File: config.mk
export PLATFORM = sky130hd
export DESIGN_NAME = sram_port_arbiter
export DESIGN_NICKNAME = d
export VERILOG_FILES = /design/src/rtl/sram_port_arbiter.sv
export SDC_FILE = /design/constraint.sdc
export NUM_CORES = 1
export LEC_CHECK = 0
export CAP_MARGIN = 20
export CELL_PAD_IN_SITES_DETAIL_PLACEMENT = 0
export CELL_PAD_IN_SITES_GLOBAL_PLACEMENT = 2
export CORE_AREA = 2 2 112 114
export CTS_CLUSTER_DIAMETER = 30
export CTS_CLUSTER_SIZE = 40
export DETAILED_ROUTE_END_ITERATION = 8
export DIE_AREA = 0 0 114 116
export DONT_BUFFER_PORTS = 1
export HOLD_SLACK_MARGIN = 0.06
export PLACE_DENSITY_LB_ADDON = 0.1
export SYNTH_ARGS = -nofsm -noshare
export SYNTH_HDL_FRONTEND = slang
export SYNTH_SLANG_ARGS = --single-unit
File: constraint.sdc
create_clock -name clock -period 3.6 [get_ports clock]
set_input_delay 0.54 -clock clock [delete_from_list [all_inputs] [get_ports clock]]
set_output_delay 0.54 -clock clock [all_outputs]
set_load 0.03 [all_outputs]
File: src/rtl/sram_port_arbiter.sv
// sram_port_arbiter
// -----------------
// Shares one single-port SRAM between two requesters of the SHA256 datapath:
// requester 0 (message/constant loader) and requester 1 (hash-result writeback).
// Round-robin arbitration with a req/gnt handshake, one accepted access per
// cycle, a registered SRAM command stage and a registered read-return stage.
//
// Optional feature: define SRAM_ARB_LOCK_EN to add r0_lock/r1_lock inputs.
// A requester granted with lock=1 keeps exclusive ownership of the port
// until its req or lock drops.
//
// Ports
//   clock, reset            system clock, synchronous active-high reset
//   rX_req/write/addr/wdata request side of requester X (held until gnt)
//   rX_lock                 ownership request (SRAM_ARB_LOCK_EN only)
//   rX_gnt                  combinational accept of requester X this cycle
//   rX_rvalid/rX_rdata      one-cycle read return pulse and held read data
//   sram_*                  registered command to the SRAM, sram_read_data back
module sram_port_arbiter #(
    parameter int ADDR_WIDTH = 8,
    parameter int DATA_WIDTH = 32
) (
    input  logic                  clock,
    input  logic                  reset,
    input  logic                  r0_req,
    input  logic                  r0_write,
    input  logic [ADDR_WIDTH-1:0] r0_addr,
    input  logic [DATA_WIDTH-1:0] r0_wdata,
    output logic                  r0_gnt,
    output logic                  r0_rvalid,
    output logic [DATA_WIDTH-1:0] r0_rdata,
    input  logic                  r1_req,
    input  logic                  r1_write,
    input  logic [ADDR_WIDTH-1:0] r1_addr,
    input  logic [DATA_WIDTH-1:0] r1_wdata,
    output logic                  r1_gnt,
    output logic                  r1_rvalid,
    output logic [DATA_WIDTH-1:0] r1_rdata,
`ifdef SRAM_ARB_LOCK_EN
    input  logic                  r0_lock,
    input  logic                  r1_lock,
`endif
    output logic [ADDR_WIDTH-1:0] sram_address,
    output logic [DATA_WIDTH-1:0] sram_write_data,
    input  logic [DATA_WIDTH-1:0] sram_read_data,
    output logic                  sram_enable,
    output logic                  sram_write
);

    logic last_grant;   // index of the most recently granted requester
    logic gnt0, gnt1;
    logic xfer;         // an access is accepted on the coming edge
    logic sel;          // index of the accepted requester
    logic tag_p1;       // originating requester of the command in stage 1

`ifdef SRAM_ARB_LOCK_EN
    logic own_vld;      // a requester currently owns the port
    logic own_idx;
    logic own_active;   // owner still asks with req and lock this cycle
    logic sel_lock;

    always_comb begin
        own_active = 1'b0;
        if (own_vld) begin
            own_active = own_idx ? (r1_req && r1_lock) : (r0_req && r0_lock);
        end
    end
`endif

    // Grant decision; nothing is accepted while reset is asserted.
    always_comb begin
        gnt0 = 1'b0;
        gnt1 = 1'b0;
        if (!reset) begin
`ifdef SRAM_ARB_LOCK_EN
            if (own_active) begin
                gnt0 = !own_idx;
                gnt1 = own_idx;
            end else
`endif
            if (r0_req && r1_req) begin
                // Contention: the requester that was not served last wins.
                gnt0 = last_grant;
                gnt1 = !last_grant;
            end else begin
                gnt0 = r0_req;
                gnt1 = r1_req;
            end
        end
    end

    assign r0_gnt = gnt0;
    assign r1_gnt = gnt1;
    assign xfer   = gnt0 || gnt1;
    assign sel    = gnt1;

    // ---- stage 1: registered SRAM command ----
    always_ff @(posedge clock) begin
        if (reset) begin
            sram_enable     <= 1'b0;
            sram_write      <= 1'b0;
            sram_address    <= '0;
            sram_write_data <= '0;
            tag_p1          <= 1'b0;
            last_grant      <= 1'b1;
        end else begin
            sram_enable <= xfer;
            sram_write  <= xfer && (sel ? r1_write : r0_write);
            // Address and data hold when idle so the SRAM bus stays quiet.
            if (xfer) begin
                sram_address    <= sel ? r1_addr : r0_addr;
                sram_write_data <= sel ? r1_wdata : r0_wdata;
                tag_p1          <= sel;
                last_grant      <= sel;
            end
        end
    end

`ifdef SRAM_ARB_LOCK_EN
    assign sel_lock = sel ? r1_lock : r0_lock;

    // Ownership is re-evaluated on every edge: it survives only while the
    // owner keeps being accepted with lock set.
    always_ff @(posedge clock) begin
        if (reset) begin
            own_vld <= 1'b0;
            own_idx <= 1'b0;
        end else begin
            own_vld <= xfer && sel_lock;
            if (xfer) begin
                own_idx <= sel;
            end
        end
    end
`endif

    // ---- stage 2: read return to the originating requester ----
    always_ff @(posedge clock) begin
        if (reset) begin
            r0_rvalid <= 1'b0;
            r1_rvalid <= 1'b0;
            r0_rdata  <= '0;
            r1_rdata  <= '0;
        end else begin
            r0_rvalid <= sram_enable && !sram_write && !tag_p1;
            r1_rvalid <= sram_enable && !sram_write && tag_p1;
            if (sram_enable && !sram_write && !tag_p1) begin
                r0_rdata <= sram_read_data;
            end
            if (sram_enable && !sram_write && tag_p1) begin
                r1_rdata <= sram_read_data;
            end
        end
    end

endmodule

# Word-level counts from Yosys, hierarchy flattened
# Index checks and enable logic that the tools add are counted.
op_classes:
  n_mux: 7
  n_reduce_logical: 9
op_table:
  columns: ["op", "n"]
  rows:
  - ["32-bit 2-to-1 mux", 1]
  - ["8-bit 2-to-1 mux", 1]
  - ["1-bit logical AND", 5]
  - ["1-bit 2-to-1 mux", 5]
  - ["1-bit logical NOT", 3]
  - ["1-bit logical OR", 1]
totals:
  reg_bits: 110
  out_inout_bits: 110

# Logic depth before layout (Yosys ltp)
# Gate-level depths: netlist of the first run.
logic_depth:
  word_depth: 5
  depth_mapped: 5
  depth_no_buf: 3

# Worst setup path after synthesis of the first run
# OpenSTA, ideal clock, no wires.
synth_path:
  path_type: "input-to-output"
  start: "input reset"
  end: "output r0_gnt"
  arrival_time_ps: 1558
  t_required_ps: 3060
  setup_slack_ps: 1502
  cell_stages: 2
  path_buffers: 1
  path_cell_list: "clkbuf_1 -> a211oi_1"
synth_via:
  elab_chain_cells: 1
synth_lines:
  columns: ["element", "line", "text"]
  rows:
  - ["start: declaration", "24", "input logic reset,"]
  - ["1-bit 2-to-1 mux", "74", "if (!reset) begin"]
  - ["end: declaration", "29", "output logic r0_gnt,"]
# No other way between the ends.

# Final worst setup path of the first run
layout_path:
  start: "register sram_write"
  end: "register r0_rdata[11]"
layout_via:
  elab_chain_cells: 3
layout_lines:
  columns: ["element", "line", "text"]
  rows:
  - ["start: declaration", "47", "output logic sram_write"]
  - ["start signal: assignment", "108", "sram_write <= xfer && (sel ? r1_write : r0_write);"]
  - ["1-bit logical NOT", "147", "if (sram_enable && !sram_write && !tag_p1) begin"]
  - ["1-bit logical AND (2 in series)", "147", null]
  - ["end signal: assignment", "148", "r0_rdata <= sram_read_data;"]
  - ["end: declaration", "31", "output logic [DATA_WIDTH-1:0] r0_rdata,"]
# No other way between the ends.
# A chain may end at the register's enable or synchronous reset.

==> flow_metrics.py, run 1 <==
metrics = {
    "global_routing": {
        "overflow": 0,
        "grt_pass1_wl_um": 16800,
        "antenna_found_initial": 0,
        "grt_pass1_vias": 3001,
        "grt_max_degree": 113,
        "grtUsageTotal_pct": 16.5,
    },
    "drt": {
        "wl_per_cell_um": 19.9,
        "first_pass_iters": 6,
        "dr_total_vias": 3127,
        "wirelength_um": 11500,
        "drc": 0,
        "ant_nets": 0,
        "drt_first_iter_violations": 204,
        "viasPerCell": 5.44,
    },
    "setup_path": {
        "reg2reg_from": "sram_write",
        "crit_path_cell_trace": "or3b_1, buf_4, nand2_1, a21oi_1",
        "slowest_stage": "or3b_1",
        "startpoint": "sram_write",
        "ff2ff_setup_slack_ns": 1.62,
        "crit_path_end_kind": "register",
        "cpPeakStageDelay_ns": 0.78,
        "r2r_cells": 4,
        "path_buf_inv": 1,
        "worst-path-stages": 4,
        "required_ns": 3.87,
        "r2r_end": "r0_rdata[11]",
        "critPathLaunchType": "register",
        "cp_top_family": "simple AND/OR/NAND/NOR gates",
        "worstPathArrival_ns": 2.25,
        "endpoint": "r0_rdata[11]",
        "crit_path_max_fanout": 25,
        "crit_type": "reg2reg",
    },
    "timing": {
        "min_period_ns": 1.98,
        "setup_ws_ns": 1.62,
        "finalClockSkew_ns": 0.00683,
        "slew_viol_final": 0,
        "tightestPinTransition_ns": 0.907,
        "setup_viol": 0,
        "holdWs_ns": 0.326,
        "hold_viol_final": 0,
        "rsz0062_at_grt": "false",
        "fin_setup_tns_ns": 0,
        "slew_headroom_pct": 39.6,
        "fin_crit_sh_pct": 55.1,
        "max_freq_ghz": 0.504,
    },
    "logic_synthesis": {
        "syn_area_mm2": 0.00410,
        "syn-num-nets": 563,
        "yosys_warnings": 0,
        "yosysSeqAreaShare_pct": 53.7,
        "synth_seq_cells": 110,
        "ys_types": 23,
        "syn_avg_cell_area_um2": 9.22,
        "syn_inst": 445,
    },
    "floorplan": {
        "die_w_um": 114,
        "initial_core_util_pct": 34.4,
        "pin_count": 228,
        "dieArea_mm2": 0.0132,
        "die_y_um": 116,
        "rows": 40,
        "core_area_mm2": 0.0119,
    },
    "cells_and_area": {
        "layout_commonest_cell": "nand2_1",
        "syn_to_final_growth_pct": 9.58,
        "layout_common_cells": "129 x nand2_1, 110 x dfxtp_1, 65 x a21oi_1",
        "design_area_mm2": 0.00450,
        "antenna_cells": 0,
        "nets": 541,
        "drive_gt1_share_pct": 6.54,
    },
    "clock_network": {
        "holdBufCountCts": 0,
        "clkSinkCount": 110,
        "htreeDepth": 3,
        "cts_root_buffer": "clkbuf_16",
        "cts_setup_buffers": 0,
        "clock_path_buffers": 2,
        "ctsResizeCount": 0,
        "cts_tree": "done",
        "cts_inserted_buffers": 9,
        "clkSlewWorstSetupHoldPaths_ns": 0.07,
        "clock_latency_ns": 0.34,
    },
    "pwr": {
        "p_per_area_mw_per_mm2": 618,
        "p_leak_nw": 1.55,
        "irDropWorstVdd_mv": 0.200,
    },
    "place": {
        "io_buffers": 0,
        "hpwl_um": 7610,
        "place_congestion": 0.681,
        "dp_slack_ns": 1.60,
        "placed_cell_area_mm2": 0.00416,
    },
    "job": {
        "cap_violations": 0,
    },
    "status": {
        "status": "completed",
    },
    "hold_path": {
        "whs_path_depth": 2,
        "holdCritPathClass": "in2reg",
    },
}
[per-layer routing]
metal	vias to the layer above	GRT usage [%]	part of all wire [%]	wire length, µm
met2	145	27.9	49	5670
met5	-	0	0	0
met4	0	4.72	0.84	96
met3	7	6.96	10	1160
li1	1536	-	-	-
met1	1439	19.2	40	4530
[worst min-delay path by stage]
stage,from,end,slack [ns]
after global placement,last_grant,last_grant,0.55
final,sram_read_data[16],r1_rdata[16],0.33
after global routing,reset,r0_rdata[2],0.26
after CTS,reset,r1_rdata[6],0.26
after floorplan,last_grant,last_grant,0.51
after detailed placement,last_grant,last_grant,0.57
[layout make-up]
class | count | area [µm²]
Timing Repair Buffer | 10 | 75.1
Multi-Input combinational cell | 290 | 1700
Inverter | 2 | 7.51
Clock inverter | 4 | 95.1
Fill cell | 1210 | 7420
Tap cell | 147 | 184
Sequential cell | 110 | 2200
Clock buffer | 12 | 236
[synthesized netlist by cell type]
cell type  number  share of area, %
nor2b_4         1              0.34
a22o_1          1              0.21
nand2b_1        1              0.15
buf_2          13               1.6
or3b_1          1              0.21
buf_1           1             0.091
nor4b_1        40               8.5
buf_4           1              0.18
nor3_1          1              0.12
dfxtp_1       110                54
inv_1           2              0.18
nor3b_2         1              0.30
and3b_1         1              0.21
nand2_1       129                12
nand3b_1        1              0.18
a221o_1        40               9.8
a211oi_1        1              0.18
a21boi_2        1              0.27
clkbuf_1       23               2.1
nor2_1          5              0.46
a21oi_1        65               7.9
buf_6           5               1.4
o21ai_0         1              0.12
[worst register-to-register path, stage by stage (launching register included)]
cell,delay (ns)
dfxtp_1,0.60
or3b_1,0.79
buf_4,0.31
nand2_1,0.06
a21oi_1,0.16
[metrics by stage]
| stage | instances | total power (W) | utilization [%] |
|---|---|---|---|
| after floorplan | 445 | 0.00167 | - |
| after global placement | 559 | 0.00170 | 35.0 |
| after detailed placement | 559 | 0.00170 | 35.0 |
| after CTS | 575 | 0.00282 | 37.7 |
| after global routing | 575 | 0.00290 | 37.7 |
| final | 575 | 0.00278 | 37.7 |
[power by group]
| group | internal, W | switching (W) | total [W] | leakage (nW) |
|---|---|---|---|---|
| Sequential | 0.00129 | 0.000203 | 0.00149 | 0.903 |
| Clock | 0.000680 | 0.000427 | 0.00111 | 0.161 |
| Combinational | 0.0000796 | 0.0000947 | 0.000174 | 0.483 |
[flip-flops by register name (all words and copies together) (netlist names)]
name / cells
last_grant: 1
r0_rdata: 32
r0_rvalid: 1
r1_rdata: 32
r1_rvalid: 1
sram_address: 8
sram_enable: 1
sram_write: 1
sram_write_data: 32
tag_p1: 1
[logic make-up (layout without fill, tap and decap cells)]
kind of cell,Yosys count,after routing,share of synthesized area [%]
buffers and inverters,45,28,5.52
DFF,110,110,53.7
AOI/OAI and AO/OA,109,109,18.5
and+or+nand+nor,181,181,22.3
Power figures use the tool's default switching activity.
==> run 2: changes to the inputs <==
- CORE_AREA: 2 2 112 114 -> 2 2 113 115
- DIE_AREA: 0 0 114 116 -> 0 0 115 117
- clock period: 3.6 -> 1.9 ns (I/O delays scaled with it)
==> flow_metrics.py, run 2 (synthesis gave the netlist of run 1 again) <==
metrics = {
    "drt": {
        "dr_total_vias": 3233,
        "wl_per_cell_um": 19.3,
        "viasPerCell": 5.40,
        "first_pass_iters": 4,
        "wirelength_um": 11600,
        "ant_nets": 0,
        "drt_first_iter_violations": 203,
        "drc": 0,
    },
    "cells_and_area": {
        "top_regs": "r0_rdata (32), r1_rdata (32), sram_write_data (32)",
        "fin_util_pct": 38.3,
        "layout.cells.non_filler": 599,
        "syn_to_final_growth_pct": 14.9,
        "design_area_mm2": 0.00471,
        "multi_input_area_mm2": 0.00170,
        "layout_commonest_cell": "nand2_1",
        "nets": 563,
        "fillers": 1263,
        "drive_gt1_share_pct": 8.46,
        "layout_common_cells": "129 x nand2_1, 110 x dfxtp_1, 65 x a21oi_1",
        "antenna_cells": 0,
        "regArea_mm2": 0.00220,
    },
    "setup_path": {
        "worstPathArrival_ns": 1.94,
        "r2r_end": "r0_rdata[29]",
        "path_buf_inv": 1,
        "reg2reg_from": "sram_enable",
        "crit_path_end_kind": "register",
        "critPathLaunchType": "register",
        "crit_path_cell_trace": "or3b_4, nand2_1, a21oi_1, dlygate4sd3_1",
        "required_ns": 2.13,
        "r2r_cells": 4,
        "ff2ff_setup_slack_ns": 0.19,
        "cp_top_family": "simple AND/OR/NAND/NOR gates",
        "crit_path_max_fanout": 12,
        "slowest_stage": "dlygate4sd3_1",
        "crit_type": "reg2reg",
        "cpPeakStageDelay_ns": 0.57,
    },
    "floorplan": {
        "pin_count": 228,
        "dieArea_mm2": 0.0135,
        "die_y_um": 117,
        "rows": 41,
        "die_w_um": 115,
        "initial_core_util_pct": 33.3,
        "core_area_mm2": 0.0123,
    },
    "timing": {
        "setup_viol": 0,
        "hold_viol_final": 0,
        "slew_headroom_pct": 69.9,
        "rsz0062_at_grt": "false",
        "fin_setup_tns_ns": 0,
        "tightestPinTransition_ns": 0.451,
        "fin_crit_sh_pct": 90.0,
        "min_period_ns": 1.71,
        "finalClockSkew_ns": 0.00673,
        "setup_ws_ns": 0.191,
        "slew_viol_final": 0,
        "max_freq_ghz": 0.585,
    },
    "clock_network": {
        "cts_inserted_buffers": 9,
        "clock_path_buffers": 2,
        "clock_latency_ns": 0.34,
        "htreeDepth": 3,
        "cts_tree": "done",
        "clkSinkCount": 110,
        "cts_root_buffer": "clkbuf_16",
        "clkSlewWorstSetupHoldPaths_ns": 0.07,
    },
    "place": {
        "dp_slack_ns": 0.412,
        "place_congestion": 0.672,
        "io_buffers": 0,
        "place_inst": 569,
        "hpwl_um": 7770,
        "placed_cell_area_mm2": 0.00422,
    },
    "pwr": {
        "switching_power_w": 0.00141,
        "seqPwrFrac_pct": 53.6,
        "p_sw_share_pct": 26.8,
        "irDropWorstVdd_mv": 0.384,
        "internal_power_w": 0.00386,
        "p_leak_nw": 1.65,
        "pwr-share-comb_pct": 7.7,
        "pwr-share-clk_pct": 38.7,
        "p_per_area_mw_per_mm2": 1120,
    },
    "hold_path": {
        "holdCritPathClass": "in2reg",
        "hold_start": "sram_read_data[16]",
        "whs_path_depth": 2,
        "hold_end": "r1_rdata[16]",
    },
    "status": {
        "status": "completed",
    },
    "global_routing": {
        "grt_pass1_vias": 3067,
        "overflow": 0,
        "grt_max_degree": 70,
        "antenna_found_initial": 0,
        "grt_pass1_wl_um": 17100,
        "grtUsageTotal_pct": 16.6,
    },
    "job": {
        "cap_violations": 0,
    },
}
[run 2: power groups by stage]
stage / Clock [W] / Combinational [W] / Sequential, W
after global placement: 0 / 0.000347 / 0.00288
after CTS: 0.00212 / 0.000408 / 0.00283
final: 0.00204 / 0.000405 / 0.00282
after global routing: 0.00222 / 0.000453 / 0.00284
after floorplan: 0 / 0.000315 / 0.00284
after detailed placement: 0 / 0.000354 / 0.00288
[run 2: final cells by class]
| cell class | instances | area share, % |
|---|---|---|
| multi-input combinational | 290 | 36.0 |
| sequential | 110 | 46.7 |
| clock buffer | 12 | 5.44 |
| clock inverter | 3 | 1.43 |
| inverter | 2 | 0.159 |
| tap | 150 | 3.98 |
| timing repair buffer | 32 | 6.26 |
[run 2: through the flow]
stage	hold WS (ns)	power, W
after detailed placement	0.370	0.00323
after CTS	0.0601	0.00535
final	0.0715	0.00527
after global placement	0.371	0.00323
after global routing	0.0613	0.00551
after floorplan	0.410	0.00316
[run 2: per-layer routing]
layer | global-route usage (%) | up-vias | wire length (µm)
li1 | - | 1588 | -
met1 | 19.3 | 1488 | 4680
met2 | 27.7 | 145 | 5600
met3 | 5.72 | 12 | 1090
met4 | 7.39 | 0 | 225
met5 | 0 | - | 0
[run 2: repair_timing]
action / CTS / global route
gates resized for setup: 0 / 1
setup endpoints to repair: 0 / 1
buffers inserted: 0 / 0
hold buffers: 15 / 0
endpoints found under the hold margin: 69 / 0
[run 2: worst max-delay path by stage]
stage	start	end	slack, ns	cells past startpoint
6_report	sram_enable	r0_rdata[29]	0.19	4
5_1_grt	sram_enable	r0_rdata[29]	0.09	5
4_1_cts	sram_enable	r0_rdata[29]	0.06	4
3_5_place_dp	sram_enable	r0_rdata[9]	0.41	4
3_3_place_gp	tag_p1	r0_rdata[14]	0.45	4
2_1_floorplan	reset	sram_write	0.31	3
==> run 3: changes to the inputs <==
- CORE_AREA: 2 2 113 115 -> 2 2 120 122
- DIE_AREA: 0 0 115 117 -> 0 0 122 124
- SETUP_SLACK_MARGIN: default -> 0.3
- clock period: 1.9 -> 1.5 ns (I/O delays scaled with it)
==> flow_metrics.py, run 3 (synthesis gave the netlist of run 1 again) <==
metrics = {
    "timing": {
        "tightestPinTransition_ns": 0.425,
        "fin_crit_sh_pct": 101,
        "finalClockSkew_ns": 0.00865,
        "slew_headroom_pct": 71.7,
        "rsz0062_at_grt": "true",
        "setup_viol": 1,
        "max_freq_ghz": 0.662,
        "slew_viol_final": 0,
        "holdWs_ns": -0.0677,
        "setup_ws_ns": -0.0104,
        "fin_setup_tns_ns": -0.0104,
        "min_period_ns": 1.51,
        "hold_viol_final": 2,
    },
    "place": {
        "io_buffers": 0,
        "placed_cell_area_mm2": 0.00434,
        "place_inst": 600,
        "dp_slack_ns": 0.185,
        "place_congestion": 0.729,
        "hpwl_um": 8110,
    },
    "job": {
        "cap_violations": 0,
    },
    "setup_path": {
        "crit_type": "reg2reg",
        "r2r_cells": 7,
        "slowest_stage": "dfxtp_2",
        "required_ns": 1.80,
        "ff2ff_setup_slack_ns": -0.01,
        "reg2reg_from": "last_grant",
        "path_common_cell": "buf_12",
        "cpPeakStageDelay_ns": 0.36,
        "crit_path_end_kind": "register",
        "crit_path_max_fanout": 6,
        "r2r_end": "sram_write_data[31]",
        "critPathLaunchType": "register",
        "worstPathArrival_ns": 1.81,
        "cp_top_family": "buffers and inverters",
        "crit_path_cell_trace": "a21boi_4, buf_4, buf_12, buf_8, buf_12, nor4b_2, a221o_1",
        "path_buf_inv": 4,
    },
    "clock_network": {
        "cts_tree": "done",
        "htreeDepth": 3,
        "cts_root_buffer": "clkbuf_16",
        "clkSlewWorstSetupHoldPaths_ns": 0.07,
        "clock_latency_ns": 0.35,
        "clock_path_buffers": 2,
        "clkSinkCount": 110,
        "cts_inserted_buffers": 9,
        "holdBufCountCts": 43,
    },
    "floorplan": {
        "rows": 43,
        "core_area_mm2": 0.0137,
        "die_w_um": 122,
        "die_y_um": 124,
        "dieArea_mm2": 0.0151,
        "initial_core_util_pct": 29.9,
        "pin_count": 228,
    },
    "hold_path": {
        "whs_path_depth": 1,
        "hold_start": "reset",
        "holdCritPathClass": "in2reg",
        "hold_end": "tag_p1",
    },
    "cells_and_area": {
        "nets": 612,
        "syn_to_final_growth_pct": 53.0,
        "drive_gt1_share_pct": 33.5,
        "design_area_mm2": 0.00628,
        "layout.cells.non_filler": 679,
        "antenna_cells": 0,
        "top_regs": "r0_rdata (32), r1_rdata (32), sram_write_data (32)",
        "layout_commonest_cell": "dfxtp_1",
        "layout_common_cells": "105 x dfxtp_1, 97 x nand2_1, 43 x dlygate4sd3_1",
    },
    "drt": {
        "dr_wl_met3_um": 1310,
        "wl_per_cell_um": 21.0,
        "dr_total_vias": 3632,
        "ant_nets": 0,
        "drc": 0,
        "wirelength_um": 14300,
        "top_layer": "met4",
        "viasPerCell": 5.35,
        "drt_first_iter_violations": 157,
        "drt-met1-wl_um": 5430,
        "first_pass_iters": 4,
        "wl_met2_um": 7240,
    },
    "status": {
        "violations": "hold timing, setup timing",
        "status": "finished, violations left",
    },
    "pwr": {
        "finalPower_w": 0.00706,
        "p_leak_nw": 2.28,
        "irDropWorstVdd_mv": 0.478,
        "p_per_area_mw_per_mm2": 1120,
    },
    "global_routing": {
        "grt_pass1_vias": 3657,
        "grt_max_degree": 113,
        "overflow": 0,
        "grt_pass1_wl_um": 20500,
        "antenna_found_initial": 0,
        "grtUsageTotal_pct": 17.9,
    },
}
run 3: cell count changes in the layout (fill, tap and decap cells not counted), sizes merged:
cell / previous run / this run
clkbuf: 12 / 14
buf: 18 / 35
bufinv: 2 / 1
dlygate4sd3: 14 / 43
clkinv: 0 / 1
bufbuf: 0 / 2
run 3: routing by layer:
| metal | global-route usage [%] | up-vias |
|---|---|---|
| li1 | - | 1692 |
| met1 | 19.8 | 1756 |
| met2 | 31.3 | 163 |
| met3 | 6.23 | 21 |
| met4 | 7.69 | 0 |
| met5 | 0 | - |
run 3: worst max path at each step:
stage | start | end | cells after the start
finish | last_grant | sram_write_data[31] | 7
global placement | sram_enable | r0_rdata[31] | 4
CTS | last_grant | r1_gnt | 4
floorplan | sram_enable | r0_rdata[10] | 5
detailed placement | last_grant | sram_write_data[30] | 4
global route | last_grant | sram_write_data[31] | 7
run 3: cell type report:
class	count	area, µm²
multi-input combinational	290	2390
tap	180	225
timing repair buffer	81	1130
fill	1278	7440
sequential	110	2220
clock buffer	13	260
clock inverter	3	42.5
inverter	2	7.51
run 3: where the power goes:
part	leakage, nW	internal [W]	switching (W)	total [W]
Clock	0.146	0.00139	0.00109	0.00248
Combinational	1.23	0.000556	0.000415	0.000971
Sequential	0.904	0.00310	0.000510	0.00361
Total	2.28	0.00504	0.00201	0.00706
run 3: worst reg2reg max path, cell delays in order, from the launching register on:
cell,delay [ns]
dfxtp_2,0.36
a21boi_4,0.06
buf_4,0.14
buf_12,0.14
buf_8,0.13
buf_12,0.13
nor4b_2,0.33
a221o_1,0.16
run 3: timing repair:
item / 4_1_cts / 5_1_grt
setup endpoints to repair: 100 / 90
setup buffers: 7 / 1
pin swaps: 14 / 9
gates cloned: 11 / 1
resized for setup: 120 / 62
hold endpoints to repair: 110 / 68
run 3: metrics by stage:
step | hold WS, ns | util [%]
3_5_place_dp | 0.310 | 31.6
2_1_floorplan | 0.350 | -
5_1_grt | -0.0835 | 45.7
6_report | -0.0677 | 45.7
4_1_cts | -0.0792 | 43.2
3_3_place_gp | 0.314 | 31.6
